**src/rtl/isqrt_pkg.sv**
```systemverilog
// isqrt_pkg: shared constants for the iterative integer square root.
//   WIDTH_DEF    default radicand width
//   IDLE/CALC/DONE  controller state encoding
//   cnt_width()  width of the iteration counter for a given root width
package isqrt_pkg;

  localparam int WIDTH_DEF = 256;

  localparam logic [1:0] IDLE = 2'd0;
  localparam logic [1:0] CALC = 2'd1;
  localparam logic [1:0] DONE = 2'd2;

  // Counter holds ROOT_W-1 down to 0; a one-bit counter is the floor.
  function automatic int cnt_width(input int root_w);
    return (root_w > 1) ? $clog2(root_w) : 1;
  endfunction

endpackage

```
**src/rtl/isqrt_if.sv**
```systemverilog
// isqrt_if: request/result bundle between a square-root user and isqrt_iter.
//   start     request pulse (master -> slave)
//   radicand  WIDTH-bit operand (master -> slave)
//   busy      operation in progress (slave -> master)
//   root      floor(sqrt(radicand)), ROOT_W bits (slave -> master)
//   rem       radicand - root^2, ROOT_W+1 bits (slave -> master)
//   done      one-cycle result-valid pulse (slave -> master)
interface isqrt_if
  import isqrt_pkg::*;
#(
  parameter int WIDTH = WIDTH_DEF
);
  localparam int ROOT_W = WIDTH / 2;

  logic              start;
  logic [WIDTH-1:0]  radicand;
  logic              busy;
  logic [ROOT_W-1:0] root;
  logic [ROOT_W:0]   rem;
  logic              done;

  modport master (output start, radicand, input busy, root, rem, done);
  modport slave  (input start, radicand, output busy, root, rem, done);
endinterface

```
**src/rtl/isqrt_step.sv**
```systemverilog
// isqrt_step: one restoring digit-by-digit square-root iteration (combinational).
//   r, q      partial remainder (ROOT_W+2 bits) and partial root (ROOT_W bits)
//   pair      next two radicand bits, most significant first
//   r_next    updated partial remainder
//   q_next    updated partial root with the new root bit appended
module isqrt_step
  import isqrt_pkg::*;
#(
  parameter int ROOT_W = WIDTH_DEF / 2
) (
  input  logic [ROOT_W+1:0] r,
  input  logic [ROOT_W-1:0] q,
  input  logic [1:0]        pair,
  output logic [ROOT_W+1:0] r_next,
  output logic [ROOT_W-1:0] q_next
);

  logic [ROOT_W+1:0] r_shift;
  logic [ROOT_W+1:0] trial;

  // The remainder never exceeds 2*q, so the shifted value always fits in
  // ROOT_W+2 bits and the dropped top bits are zero.
  assign r_shift = (r << 2) | {{ROOT_W{1'b0}}, pair};
  assign trial   = {q, 2'b01};

  // Subtract the trial divisor when it fits and record the root bit.
  always_comb begin
    if (r_shift >= trial) begin
      r_next = r_shift - trial;
      q_next = {q[ROOT_W-2:0], 1'b1};
    end else begin
      r_next = r_shift;
      q_next = {q[ROOT_W-2:0], 1'b0};
    end
  end

endmodule

```
**src/rtl/isqrt_iter.sv**
```systemverilog
// isqrt_iter: iterative integer square root, one root bit per clock.
//   clk   rising-edge clock
//   rst   asynchronous active-high reset
//   bus   isqrt_if slave: start/radicand in; busy/root/rem/done out
// Accepts a request in IDLE, runs ROOT_W iterations in CALC, and publishes
// the result on the DONE edge (done high ROOT_W+1 edges after acceptance).
// Optional: define ISQRT_SELFCHECK_EN to add a simulation-only consistency
// check of every result against a registered copy of the radicand.
module isqrt_iter
  import isqrt_pkg::*;
#(
  parameter int WIDTH  = WIDTH_DEF,
  parameter int ROOT_W = WIDTH / 2
) (
  input  logic   clk,
  input  logic   rst,
  isqrt_if.slave bus
);

  localparam int CNT_W = cnt_width(ROOT_W);

  logic [1:0]        state;
  logic [1:0]        state_next;
  logic [WIDTH-1:0]  x;
  logic [ROOT_W+1:0] r;
  logic [ROOT_W+1:0] r_step;
  logic [ROOT_W-1:0] q;
  logic [ROOT_W-1:0] q_step;
  logic [CNT_W-1:0]  cnt;
  logic              last_iter;
  logic              accept;
  logic              iterate;
  logic              finish;

  isqrt_step #(.ROOT_W(ROOT_W)) u_step (
    .r      (r),
    .q      (q),
    .pair   (x[WIDTH-1:WIDTH-2]),
    .r_next (r_step),
    .q_next (q_step)
  );

  assign last_iter = (cnt == {CNT_W{1'b0}});

  // State register.
  always_ff @(posedge clk or posedge rst) begin
    if (rst) begin
      state <= IDLE;
    end else begin
      state <= state_next;
    end
  end

  // Next-state logic.
  always_comb begin
    state_next = state;
    case (state)
      IDLE:    state_next = bus.start ? CALC : IDLE;
      CALC:    state_next = last_iter ? DONE : CALC;
      DONE:    state_next = IDLE;
      default: state_next = IDLE;
    endcase
  end

  // Per-state datapath controls.
  always_comb begin
    accept  = 1'b0;
    iterate = 1'b0;
    finish  = 1'b0;
    case (state)
      IDLE:    accept  = bus.start;
      CALC:    iterate = 1'b1;
      DONE:    finish  = 1'b1;
      default: begin
        accept  = 1'b0;
        iterate = 1'b0;
        finish  = 1'b0;
      end
    endcase
  end

  // Working registers and registered outputs.
  always_ff @(posedge clk or posedge rst) begin
    if (rst) begin
      x        <= '0;
      r        <= '0;
      q        <= '0;
      cnt      <= '0;
      bus.busy <= 1'b0;
      bus.done <= 1'b0;
      bus.root <= '0;
      bus.rem  <= '0;
    end else if (accept) begin
      x        <= bus.radicand;
      r        <= '0;
      q        <= '0;
      cnt      <= CNT_W'(ROOT_W - 1);
      bus.busy <= 1'b1;
      bus.done <= 1'b0;
    end else if (iterate) begin
      x        <= {x[WIDTH-3:0], 2'b00};
      r        <= r_step;
      q        <= q_step;
      cnt      <= cnt - CNT_W'(1);
      bus.done <= 1'b0;
    end else if (finish) begin
      bus.root <= q;
      bus.rem  <= r[ROOT_W:0];
      bus.busy <= 1'b0;
      bus.done <= 1'b1;
    end else begin
      bus.done <= 1'b0;
    end
  end

`ifdef ISQRT_SELFCHECK_EN
  logic [WIDTH-1:0] rad_copy;
  logic [WIDTH-1:0] root_sq;
  logic [WIDTH:0]   recon;

  // Keep the accepted radicand; x is consumed by the shifting.
  always_ff @(posedge clk or posedge rst) begin
    if (rst) begin
      rad_copy <= '0;
    end else if (accept) begin
      rad_copy <= bus.radicand;
    end else begin
      rad_copy <= rad_copy;
    end
  end

  assign root_sq = {{ROOT_W{1'b0}}, bus.root} * {{ROOT_W{1'b0}}, bus.root};
  assign recon   = {1'b0, root_sq} + {{ROOT_W{1'b0}}, bus.rem};

  // Result consistency check while done is high.
  always @(posedge clk) begin
    if (!rst && bus.done) begin
      if ((recon != {1'b0, rad_copy}) || (bus.rem > {bus.root, 1'b0})) begin
        $error("isqrt_iter result inconsistent: radicand=%0h root=%0h rem=%0h",
               rad_copy, bus.root, bus.rem);
      end
    end
  end
`endif

endmodule

```
**src/flat_wrapper.sv**
```systemverilog
// flat-port wrapper written by rule: the top's interface ports become plain ports
module isqrt_iter_flat import isqrt_pkg::*;
#(
  parameter int WIDTH  = WIDTH_DEF,
  parameter int ROOT_W = WIDTH / 2
)
  (clk, rst, bus_start, bus_radicand, bus_busy, bus_root, bus_rem, bus_done);
  isqrt_if #(.WIDTH(WIDTH)) bus_i ();
  input  logic clk;
  input  logic rst;
  input wire logic [$bits(bus_i.start)-1:0] bus_start;
  input wire logic [$bits(bus_i.radicand)-1:0] bus_radicand;
  output wire logic [$bits(bus_i.busy)-1:0] bus_busy;
  output wire logic [$bits(bus_i.root)-1:0] bus_root;
  output wire logic [$bits(bus_i.rem)-1:0] bus_rem;
  output wire logic [$bits(bus_i.done)-1:0] bus_done;
  assign bus_i.start = bus_start;
  assign bus_i.radicand = bus_radicand;
  assign bus_busy = bus_i.busy;
  assign bus_root = bus_i.root;
  assign bus_rem = bus_i.rem;
  assign bus_done = bus_i.done;
  isqrt_iter #(.WIDTH(WIDTH), .ROOT_W(ROOT_W)) u_core (.clk(clk), .rst(rst), .bus(bus_i));
endmodule
```
**config.mk**
```make
export PLATFORM = sky130hd
export DESIGN_NAME = isqrt_iter_flat
export DESIGN_NICKNAME = d
export VERILOG_FILES = /design/src/rtl/isqrt_pkg.sv /design/src/rtl/isqrt_if.sv /design/src/rtl/isqrt_step.sv /design/src/rtl/isqrt_iter.sv /design/src/flat_wrapper.sv
export SDC_FILE = /design/constraint.sdc
export NUM_CORES = 2
export LEC_CHECK = 0
export ABC_CLOCK_PERIOD_IN_PS = 28000
export BUFFER_PORTS_ARGS = -buffer_cell sky130_fd_sc_hd__buf_2
export CORE_ASPECT_RATIO = 1.5
export CORE_MARGIN = 1.5
export CORE_UTILIZATION = 30
export DETAILED_ROUTE_END_ITERATION = 12
export PLACE_DENSITY = 0.55
export SETUP_SLACK_MARGIN = 0.02
export SLEW_MARGIN = 20
export SYNTH_ARGS = -nofsm -noshare
export SYNTH_HDL_FRONTEND = slang
export SYNTH_SLANG_ARGS = --single-unit
export TNS_END_PERCENT = 10
```
**constraint.sdc**
```tcl
create_clock -name clk -period 28 [get_ports clk]
set_input_delay 5.6 -clock clk [delete_from_list [all_inputs] [get_ports clk]]
set_output_delay 5.6 -clock clk [all_outputs]
set_load 0.01 [all_outputs]
```
### Word-level counts from Yosys, hierarchy flattened

Index checks and enable logic that the tools add are counted.

* register bits after elaboration: 781
* word-level logic and storage cells: 46
* input port bits: 259

* $add $sub $neg: 2
* mux-type cells: 22
* order comparisons: 1
* bitwise gates (word level): 3
* equal/unequal tests: 3
* reductions and logical operators: 6

Operators by type and width (number)
* $mux 256: 2
* $mux 129: 3
* $mux 128: 2
* $ge 130x130->1: 1
* $or 130x2->130: 1
* $sub 129x129->129: 1
* $mux 7: 2
* $mux 1: 11
* $logic_not 7->1: 1
* $sub 7x1->7 const B: 1
* $pmux 2 s2: 1
* $reduce_bool 2->1: 2
* $reduce_and 3->1: 1
* $eq 2x1->1 const B: 1
* $eq 2x2->1 const B: 1
* $logic_not 2->1: 1
* $mux 2: 1
* $ne 2x1->1 const B: 1
* $not 1->1: 2
* $reduce_and 2->1: 1

### Logic depth before layout (Yosys ltp)

* word-level depth: 5
* mapped depth: 19

### By module

A second synthesis with hierarchy kept.

* cells, all modules: 4335
* area total of the unflattened synthesis: 42599.6 um^2

Modules (own cells, without submodules)
* isqrt_iter: instances 1, seq. area each 19568.8 um^2, area each 31047.3 um^2, cells an instance 2406
* isqrt_step: instances 1, seq. area each 0.0 um^2, area each 11552.3 um^2, cells an instance 1929

### Least setup slack after synthesis

Ideal clock, no wire load.

* path kind: in2reg
* from: in bus_start
* to: reg u_core.r[103]
* cell stages on the path: 6
* path slack: 21.010 ns
* arrival time: 6.854 ns
* required time: 27.864 ns
* cell sequence: nor3b_1 > nor2_1 > clkbuf_1 > clkbuf_1 > a32oi_1 > o31ai_1

* word-level cells in the longest chain between the ends: 2
* elaborated cells between the ends (all ways): 3

Ends and longest elaborated chain
* start: declaration: RTL line flat_wrapper.sv:11 `input wire logic [$bits(bus_i.start)-1:0] bus_start;`
* $mux 1 *: RTL line isqrt_iter.sv:70 `case (state)`
* $mux 129 / $reduce_bool 2->1 (equally long branches)
* end signal: assignment: RTL line isqrt_iter.sv:102 `r <= r_step;`
* end: declaration: RTL line isqrt_iter.sv:25 `logic [ROOT_W+1:0] r;`

Mark *: on every way between the ends. The rest lies on a longest branch, timed or not.
A chain may end at the register's enable or synchronous reset.

==> out/qor.yml <==
status: "complete, no violations"
synthFlopType: "dfrtp_1"
timing.setup.tns_ns: 0
synth_seq_cells: 781
drive_gt1_share_pct: 14.4
worstPathArrival_ns: 8.74
cp-startpoint: "rst"
pre_cts_ws_ns: 18.74
viasPerCell: 5.04
start_kind: "input pin"
drt_iter0_markers: 2271
finalWorstSetupSlack_ns: 19.98
clkTransAtPathRegs_ns: 0.06
synthArstFlopShare_pct: 100
io_buffers: 517
hold_class: "reg -> reg"
crit_type: "in -> async"
ios: 518
yosys_warnings: 0
synthCells: 4542
rr_startpoint: "u_core.x[254]$_DFFE_PP0P_"
drtPass1Iterations: 6
leakagePower_nw: 23.8
worst-r2r-cell-count: 16
fmax_ghz: 0.125
fp.coreArea_um2: 130000
r2r_end: "u_core.r[126]$_DFFE_PP0P_"
hpwl_um: 92700
layout_common_cells: "nand2_1, dfrtp_1, buf_2"
r2r_slack_ns: 22.30
routed_wl_um: 129000
dr_total_vias: 33600
tightest_slew_ns: 1.34
rsz0062_at_grt: "no"
ctsHoldBuffers: 0
dp.cells: 6512
rows: 162
clock_sinks: 781
final_util_pct: 35.5
post-route-period-util_pct: 28.6
gp_congestion: 0.895
grt_max_degree: 197
first_global_vias: 33400
drc: 0
finalSetupViolCount: 0
grt-ovfl-total: 0
ctsResizeCount: 0
finalNonFillerCells: 6668
vdd_ir_drop_max_mv: 0.0517
wire_per_inst_um: 19.3
h-tree-depth: 3
clock_latency_ns: 0.70
grt_use_total_pct: 18.9
slew_viol_final: 0
cts_tree: "done"
start_util_pct: 30.2
fin_skew_ns: 0.0361
worstPathRequired_ns: 28.72
final_hold_viol_count: 0
endpoint_kind: "asynchronous set/reset pin"
syn_to_final_growth_pct: 17.3
fin_worst_hold_slack_ns: 0.466
layout_commonest_cell: "nand2_1"
die_area_um2: 133000
post-route-min-period_ns: 8.02
synth_edf_count: 0
fp.dieH_um: 446
synth-seq-area-share_pct: 49.7
slew_headroom_pct: 10.9
cts_root_buf: "clkbuf_16"
grt_pass1_wl_um: 199000
numCtsBuffers: 81
cp-endpoint: "u_core.bus.rem[27]$_DFFE_PP0P_"
syn_area_um2: 39300
place_area_um2: 43200
final_nets: 5263
postRouteAntennaNets: 0
cts_buffer_depth: 3
syn-num-nets: 4932
antenna_found_initial: 39
cap_violations: 0
cts_setup_buffers: 0
worstPathMaxFanout: 108
die_w_um: 298
power_density_nw_per_um2: 53.1
synth.distinct_cells: 72
finish.instance_area_um2: 46100
syn_area_per_cell_um2: 8.65
total_power_mw: 2.45
==> state kept, by name (all words and copies together), names as in the netlist <==
signal and count:
u_core.cnt 7, u_core.x 256, u_core.q 128, u_core.bus.done 1
u_core.r 129, u_core.state 2, u_core.bus.root 128, u_core.bus.rem 129
u_core.bus.busy 1
==> critical path, stage by stage <==
cell and delay (ns):
buf_2 0.13, inv_8 0.48, buf_4 0.73, buf_4 0.87
buf_6 0.72
==> cells in the mapped netlist, types with 12 or more instances <==
master | n | area (um2)
a21o_1 | 72 | 541
a22oi_1 | 244 | 1830
xnor2_1 | 69 | 604
ha_1 | 131 | 1640
and3_1 | 16 | 100
o21ai_0 | 478 | 2390
a21oi_1 | 205 | 1030
clkbuf_1 | 261 | 980
nand4_1 | 55 | 344
a22o_1 | 55 | 482
a21boi_0 | 14 | 105
a31oi_1 | 56 | 350
nand2_1 | 1249 | 4690
inv_1 | 182 | 683
a221oi_1 | 12 | 105
buf_1 | 34 | 128
xor2_1 | 56 | 490
nor2_1 | 161 | 604
o21a_1 | 15 | 113
o21bai_1 | 37 | 278
nor3_1 | 26 | 130
nand3_1 | 173 | 866
dfrtp_1 | 781 | 19500
==> worst min path at each step <==
stage                                                from                               to  slack [ns]  depth (start not counted)
after floorplan                 u_core.cnt[6]$_DFFE_PP0P_        u_core.state[1]$_DFF_PP0_        0.44                          1
after global placement          u_core.cnt[6]$_DFFE_PP0P_        u_core.state[1]$_DFF_PP0_        0.45                          1
after detailed placement   u_core.bus.rem[83]$_DFFE_PP0P_   u_core.bus.rem[83]$_DFFE_PP0P_        0.46                          2
after CTS                       u_core.cnt[6]$_DFFE_PP0P_        u_core.state[1]$_DFF_PP0_        0.47                          1
after global routing      u_core.bus.rem[105]$_DFFE_PP0P_  u_core.bus.rem[105]$_DFFE_PP0P_        0.49                          2
final                      u_core.bus.rem[12]$_DFFE_PP0P_   u_core.bus.rem[12]$_DFFE_PP0P_        0.47                          2
==> layout make-up <==
class	count	area (um2)
clock inverters	32	478
well taps	1722	2150
inverters	183	697
diodes	11	27.5
repair buffers	553	2890
multi-input cells	3273	17900
flip-flops and latches	781	19500
fillers	13400	83800
clock buffers	113	2370
==> cell families (layout without fill, tap and decap cells) <==
| family | Yosys count | after routing | synth area share (%) |
|---|---|---|---|
| XOR/XNOR | 125 | 125 | 2.79 |
| AND/OR/NAND/NOR | 1742 | 1742 | 18.2 |
| multiplexers | 7 | 7 | 0.178 |
| adder cells (fa/ha/maj) | 131 | 131 | 4.17 |
| flip-flops | 781 | 781 | 49.7 |
| AO/OA/AOI/OAI | 1268 | 1268 | 20.2 |
| buffers and inverters | 488 | 881 | 4.72 |
| other | 0 | 11 | 0 |
==> routing by layer <==
layer  track usage [%]  routed length [um]  up-vias
met2              32.0               62800      798
met3              5.11                8190      221
met1              23.3               53600    16200
met5                 0                 322        -
li1                  -                   -    16300
met4              6.05                3600       56
==> where the power goes <==
part | internal (mW) | switching (mW) | total (mW)
Sequential | 1.14 | 0.0132 | 1.16
Clock | 0.658 | 0.503 | 1.16
Combinational | 0.0507 | 0.0808 | 0.131
Total | 1.85 | 0.597 | 2.45
Note: power is estimated with default switching activity, not from simulation.
